`src/rtl/logic_l1_frame_pack.sv`:
```
// rtl/logic_l1_frame_pack.sv - frames the logic_l1 word stream, appends XOR checksum, buffers in a FIFO
module logic_l1_frame_pack #(
    parameter int PAR_DATA_BITS  = 8,
    parameter int PAR_FRAME_LEN  = 4,
    parameter int PAR_FIFO_DEPTH = 4
) (
    input  logic                                    ib_clk,
    input  logic                                    ib_rst_n,
    input  logic                                    ib_en,
    input  logic [PAR_DATA_BITS-1:0]                ivG_data,
    input  logic                                    ib_ovf_clr,
    output logic [PAR_DATA_BITS-1:0]                ovG_data,
    output logic [PAR_DATA_BITS-1:0]                ovG_csum,
    output logic                                    ob_last,
    output logic                                    ob_valid,
    input  logic                                    ib_ready,
    output logic                                    ob_ovf,
    output logic [$clog2(PAR_FIFO_DEPTH+1)-1:0]     ovG_level
);

    localparam int LVW = $clog2(PAR_FIFO_DEPTH + 1);
    localparam int PTW = $clog2(PAR_FIFO_DEPTH);
    localparam int IDW = (PAR_FRAME_LEN > 1) ? $clog2(PAR_FRAME_LEN) : 1;
    localparam int EW  = 2 * PAR_DATA_BITS + 1;

    localparam logic [IDW-1:0] LAST_IDX   = IDW'(PAR_FRAME_LEN - 1);
    localparam logic [LVW-1:0] FULL_LEVEL = LVW'(PAR_FIFO_DEPTH);

    // FIFO storage; entry layout is {last, csum, data}
    logic [EW-1:0]            mem_q [PAR_FIFO_DEPTH];

    logic [PTW-1:0]           wr_ptr_q, wr_ptr_d;
    logic [PTW-1:0]           rd_ptr_q, rd_ptr_d;
    logic [LVW-1:0]           level_q,  level_d;
    logic [IDW-1:0]           idx_q,    idx_d;
    logic [PAR_DATA_BITS-1:0] acc_q,    acc_d;
    logic                     ovf_q,    ovf_d;

    logic                     full;
    logic                     empty;
    logic                     push;
    logic                     pop;
    logic                     drop;
    logic                     is_last;
    logic [PAR_DATA_BITS-1:0] csum_in;
    logic [EW-1:0]            entry_in;
    logic [EW-1:0]            head;

    // Handshake decode, framing arithmetic and next-state for pointers, level, framer and ovf flag
    always_comb begin
        full     = (level_q == FULL_LEVEL);
        empty    = (level_q == '0);
        pop      = ~empty & ib_ready;
        push     = ib_en & (~full | pop);
        drop     = ib_en & full & ~pop;

        is_last  = (idx_q == LAST_IDX);
        csum_in  = is_last ? (acc_q ^ ivG_data) : '0;
        entry_in = {is_last, csum_in, ivG_data};

        wr_ptr_d = wr_ptr_q;
        rd_ptr_d = rd_ptr_q;
        level_d  = level_q;
        idx_d    = idx_q;
        acc_d    = acc_q;
        ovf_d    = ovf_q;

        if (push) begin
            wr_ptr_d = wr_ptr_q + 1'b1;
            if (is_last) begin
                idx_d = '0;
                acc_d = '0;
            end else begin
                idx_d = idx_q + 1'b1;
                // word 0 seeds the accumulator so nothing from a discarded frame leaks in
                acc_d = (idx_q == '0) ? ivG_data : (acc_q ^ ivG_data);
            end
        end

        if (pop) begin
            rd_ptr_d = rd_ptr_q + 1'b1;
        end

        case ({push, pop})
            2'b10:   level_d = level_q + 1'b1;
            2'b01:   level_d = level_q - 1'b1;
            default: level_d = level_q;
        endcase

        // a new drop outranks a clear in the same cycle
        if (drop) begin
            ovf_d = 1'b1;
        end else if (ib_ovf_clr) begin
            ovf_d = 1'b0;
        end
    end

    // Control state registers
    always_ff @(posedge ib_clk or negedge ib_rst_n) begin
        if (!ib_rst_n) begin
            wr_ptr_q <= '0;
            rd_ptr_q <= '0;
            level_q  <= '0;
            idx_q    <= '0;
            acc_q    <= '0;
            ovf_q    <= 1'b0;
        end else begin
            wr_ptr_q <= wr_ptr_d;
            rd_ptr_q <= rd_ptr_d;
            level_q  <= level_d;
            idx_q    <= idx_d;
            acc_q    <= acc_d;
            ovf_q    <= ovf_d;
        end
    end

    // Entry write; contents need no reset because outputs are masked while empty
    always_ff @(posedge ib_clk) begin
        if (ib_rst_n && push) begin
            mem_q[wr_ptr_q] <= entry_in;
        end
    end

    // Head entry drives the outputs, forced to zero while the FIFO is empty
    always_comb begin
        head      = mem_q[rd_ptr_q];
        ob_valid  = ~empty;
        ovG_level = level_q;
        ob_ovf    = ovf_q;
        ovG_data  = empty ? '0   : head[PAR_DATA_BITS-1:0];
        ovG_csum  = empty ? '0   : head[2*PAR_DATA_BITS-1:PAR_DATA_BITS];
        ob_last   = empty ? 1'b0 : head[EW-1];
    end

endmodule

```
`config.mk`:
```
export PLATFORM = sky130hd
export DESIGN_NAME = logic_l1_frame_pack
export DESIGN_NICKNAME = d
export VERILOG_FILES = /design/src/rtl/logic_l1_frame_pack.sv
export SDC_FILE = /design/constraint.sdc
export NUM_CORES = 1
export LEC_CHECK = 0
export ABC_AREA = 1
export ABC_CLOCK_PERIOD_IN_PS = 2850
export CORE_AREA = 5 5 132 134
export CTS_CLUSTER_DIAMETER = 50
export DETAILED_ROUTE_END_ITERATION = 10
export DIE_AREA = 0 0 137 139
export SETUP_SLACK_MARGIN = 0.02
export SLEW_MARGIN = 20
export SYNTH_ARGS = -nofsm -noshare
export SYNTH_HDL_FRONTEND = slang
export SYNTH_SLANG_ARGS = --single-unit
```
`constraint.sdc`:
```
create_clock -name ib_clk -period 2.85 [get_ports ib_clk]
set_clock_uncertainty 0.2 [all_clocks]
set_input_delay 0.57 -clock ib_clk [delete_from_list [all_inputs] [get_ports ib_clk]]
set_output_delay 0.57 -clock ib_clk [all_outputs]
set_load 0.05 [all_outputs]
```
After elaboration in Yosys (flattened, before gate mapping)
Memory sizes are Yosys's and may differ from the RTL's.
Cells that the tools add are included.
- reduce and logical (&&, ||, !) cells: 5
- muxes and demuxes: 12
- eq/ne operators: 4
- add/subtract/negate cells: 5
- bitwise gates (word level): 9
- operators with widths (operator ; number):
    8-bit two-way mux ; 5
    8-bit bitwise XOR ; 1
    2-bit by 1-bit adder with 2-bit output (second input constant) ; 3
    3-bit case mux with 2 select lines ; 1
    1-bit two-way mux ; 5
    1-bit bitwise AND ; 4
    2-bit == test (second input constant) ; 2
    2-bit nonzero test ; 2
    3-bit by 1-bit adder with 3-bit output (second input constant) ; 1
    3-bit == test (second input constant) ; 1
    3-bit logical NOT ; 1
    1-bit NOT ; 3
    3-bit by 1-bit subtractor with 3-bit output (second input constant) ; 1
    2-bit by 1-bit == test with 1-bit output (second input constant) ; 1
    2-bit logical NOT ; 1
    2-bit two-way mux ; 1
    1-bit logical AND ; 1
    1-bit bitwise OR ; 1
- RAM bits: 68
- memories: 1
- register bits: 18
- memory list (memory ; words ; width ; rd ports ; clocked after memory_dff ; write ports ; RTL line ; source):
    mem_q ; 4 ; 17 ; 1 ; 0 ; 1 ; 30 ; logic [EW-1:0] mem_q [PAR_FIFO_DEPTH];

Logic depth before layout (Yosys ltp)
- depth after elaboration: 8
- depth in mapped cells: 12
- mapped depth without buffers: 11

Worst setup path before layout
OpenSTA, ideal clock, no wires.
- kind: register -> output
- start: register level_q[1] (netlist: ovG_level[1])
- end: output port ovG_csum[0]
- required time: 2.080 ns
- data arrival time: 2.098 ns
- slack: -0.018 ns
- stages on the path, launching flop included: 6
- path through: dfrtp_1 -> nor2_4 -> nand2_2 -> inv_2 -> buf_4 -> a21oi_1
- cells in the longest elaborated chain, start to end: 2
- ends and longest elaborated chain (element ; RTL line ; source):
    start: declaration ; 34 ; logic [LVW-1:0] level_q, level_d;
    start signal: assignment ; 110 ; level_q <= level_d;
    3-bit logical NOT ; 52 ; empty = (level_q == '0);
    8-bit two-way mux ; 131 ; ovG_csum = empty ? '0 : head[2*PAR_DATA_BITS-1:PAR_DATA_BITS];
    end: declaration ; 13 ; output logic [PAR_DATA_BITS-1:0] ovG_csum,
No other way between the ends.

Final worst setup path
- start: register rd_ptr_q[0]
- end: output port ovG_data[4]
- cells in the longest elaborated chain, start to end: 2
- ends and longest elaborated chain (element ; RTL line ; source):
    start: declaration ; 33 ; logic [PTW-1:0] rd_ptr_q, rd_ptr_d;
    start signal: assignment ; 109 ; rd_ptr_q <= rd_ptr_d;
    memory 4 x 17 bit ; n/a ;
    8-bit two-way mux ; 130 ; ovG_data = empty ? '0 : head[PAR_DATA_BITS-1:0];
    end: declaration ; 12 ; output logic [PAR_DATA_BITS-1:0] ovG_data,
No other way between the ends.

==> run metrics <==
outcome finished, final reports clean; Critical Path Fanout Max 36; CTS root buffer clkbuf_16; Clk pwr share 0.177; vias 2626; combinational fraction of design power 0.536; fin cells 644; share of cells above drive strength 1 0.134; post-cts gate resize count 0; syn_area_per_cell 10.3 sq um; H-tree levels 3; grt total ovfl 0; Syn Nets 400; Critical Path AT 1880 ps; Ports 35; final setup vio count 0; Period minus WS final 2650 ps; switch share 0.430; Reg power frac 0.287; Pwr Density 1250 mW/mm^2; Core ar. 0.0162 sq mm; vias in the first global route 2658; Chip Width 137 um; CTS clk-pin slew, worst paths 60 ps; most numerous cell in the Yosys netlist nand2_1; Setup crit end kind primary output; cell internal pwr 3.52 mW; Hold Crit Class flop to flop; Pins Over Slew Limit 0; Worst Tran Pin Value 623 ps; Post-synth EDFFs 68; Skew-Pair Late Insertion Delay 340 ps; detailed-route DRC error count 0; CTS Sinks 86; initial drt markers 173; TritonCTS clock tree yes; synth cell count leaders nand2_1 (111), edfxtp_1 (68), nor2_1 (34), a21oi_1 (33), inv_1 (32); Final Hold Violating Endpoints 0; final WL 8250 um; Wirelength per Cell 12.8 um; biggest area consumer among synthesized cells edfxtp_1; period utilization 0.929; Worst slew margin 0.584; Placer Congestion 0.830; sequential fraction of the synthesis area 0.636; Area growth syn-to-layout 26.2%; Async S/R FF share, synth 0.209; Port Buffer Count 34; Setup Fix Bufs, Post-CTS 0; RSZ-0062 raised after global routing false; Worst setup SP type flop; hpwl dp 5490 um; cts hold-fix bufs 0; Fillers 1634; synth warn 0; Routed Antenna Nets 0; Setup CP Type flop to primary output; initial antenna violation count 0; Cells after Synth 379; Die Area 0.0190 sq mm; CTS buffer count 9; Req. time, crit path 2080 ps; Die Span Y 139 um; Initial Utilization 0.242; number of synthesized register bits 86; first-pass GRT wire length 13600 um; Yosys cell types 27; n_diodes 0; final hold slack 308 ps; setup TNS 0 ps; synth top area cells edfxtp_1 (52%), dfrtp_1 (11%), nand2_1 (11%), a21oi_1 (4.2%), nor2_1 (3.3%); worst vdd ir 556 uV; clk buf depth 2; Initial DRT Pass Iterations 5; Synth Cell Area 0.00392 sq mm; layout net count 440; Rows 47; Post-synth top flop edfxtp_1; Max-cap violations 0; GR Util All Layers 0.0914; top cell type's share of synthesized area 0.521; P_leak 1.98 nW; f_max 378 MHz; dpl cells 628; largest net degree at the start of global routing 37; Vias/cell 4.08; NetSw 2.65 mW
[metrics by stage]
| stage | power (mW) | utilization | setup slack (ps) | area [sq um] |
|---|---|---|---|---|
| floorplan | 3.83 | - | -18.1 | 3920 |
| global placement | 5.10 | 0.289 | 304 | 4670 |
| detailed placement | 5.15 | 0.289 | 233 | 4670 |
| CTS | 6.26 | 0.306 | 148 | 4950 |
| global route | 6.55 | 0.306 | 30.5 | 4950 |
| finish | 6.17 | 0.306 | 202 | 4950 |
[power by group through the flow]
stage | logic (mW) | registers, mW | clock network, mW
after CTS | 3.37 | 1.77 | 1.12
after floorplan | 1.98 | 1.85 | 0
final | 3.30 | 1.77 | 1.09
after detailed placement | 3.36 | 1.80 | 0
after global routing | 3.59 | 1.80 | 1.17
after global placement | 3.32 | 1.79 | 0
[flip-flops by register name, summed over array words and instances, names as in the netlist]
register / cells
mem_q: 68
acc_q: 8
ovG_level: 3
idx_q: 2
rd_ptr_q: 2
wr_ptr_q: 2
ob_ovf: 1
[layout by cell type, fill, tap and decap left out, types with 11 or more instances in the layout]
master,count
nand2_1,111
edfxtp_1,68
nor2_1,34
a21oi_1,33
inv_1,32
dfrtp_1,18
buf_12,18
clkdlybuf4s50_1,17
o21ai_0,16
nand3_1,12
o21ai_1,11
[worst max-delay path, cell delays in order (launching register included)]
cell and delay, ps:
dfrtp_1 470, inv_4 320, nand2_1 100, nand2_1 70, nand2_1 40, a21oi_1 330
buf_12 180
[kinds of logic (layout without fill, tap and decap cells)]
family | Yosys count | count (layout) | share of synthesized area
adders and majority gates | 8 | 8 | 0.0274
xor gates and xnor gates | 4 | 4 | 0.00894
DFF | 86 | 86 | 0.636
buffers and inverters | 52 | 97 | 0.0686
AOI/OAI and AO/OA | 62 | 62 | 0.0811
and+or+nand+nor | 167 | 167 | 0.178
[path summary, 6_finish.rpt]
path / from / endpoint / slack (ps) / cells past startpoint
max: rd_ptr_q[0] / ovG_data[4] / 200 / 6
min: idx_q[1] / idx_q[1] / 310 / 2
max reg2reg: idx_q[0] / mem_q[1][8] / 720 / 3
min reg2reg: idx_q[1] / idx_q[1] / 310 / 2
max in group asynchronous: ib_rst_n / acc_q[2] / 1840 / 2
min in group asynchronous: ib_rst_n / ovG_level[0] / 400 / 2
[routing by layer]
layer	global-route usage	wire length [um]	vias to the layer above	part of all wire
met3	0.0265	357	17	0.043
met2	0.148	3980	57	0.48
met5	0	0	-	0
li1	-	-	1327	-
met1	0.116	3720	1225	0.45
met4	0.0336	185	0	0.022
[area by class of cell]
| cell class | instances | area (sq um) | area share |
|---|---|---|---|
| flip-flops and latches | 86 | 2490 | 0.504 |
| clock buffers | 9 | 225 | 0.0455 |
| clock inverters | 7 | 57.6 | 0.0116 |
| repair buffers | 44 | 598 | 0.121 |
| inverters | 37 | 141 | 0.0286 |
| multi-input cells | 241 | 1160 | 0.234 |
| well taps | 220 | 275 | 0.0556 |
Power figures use the tool's default switching activity.
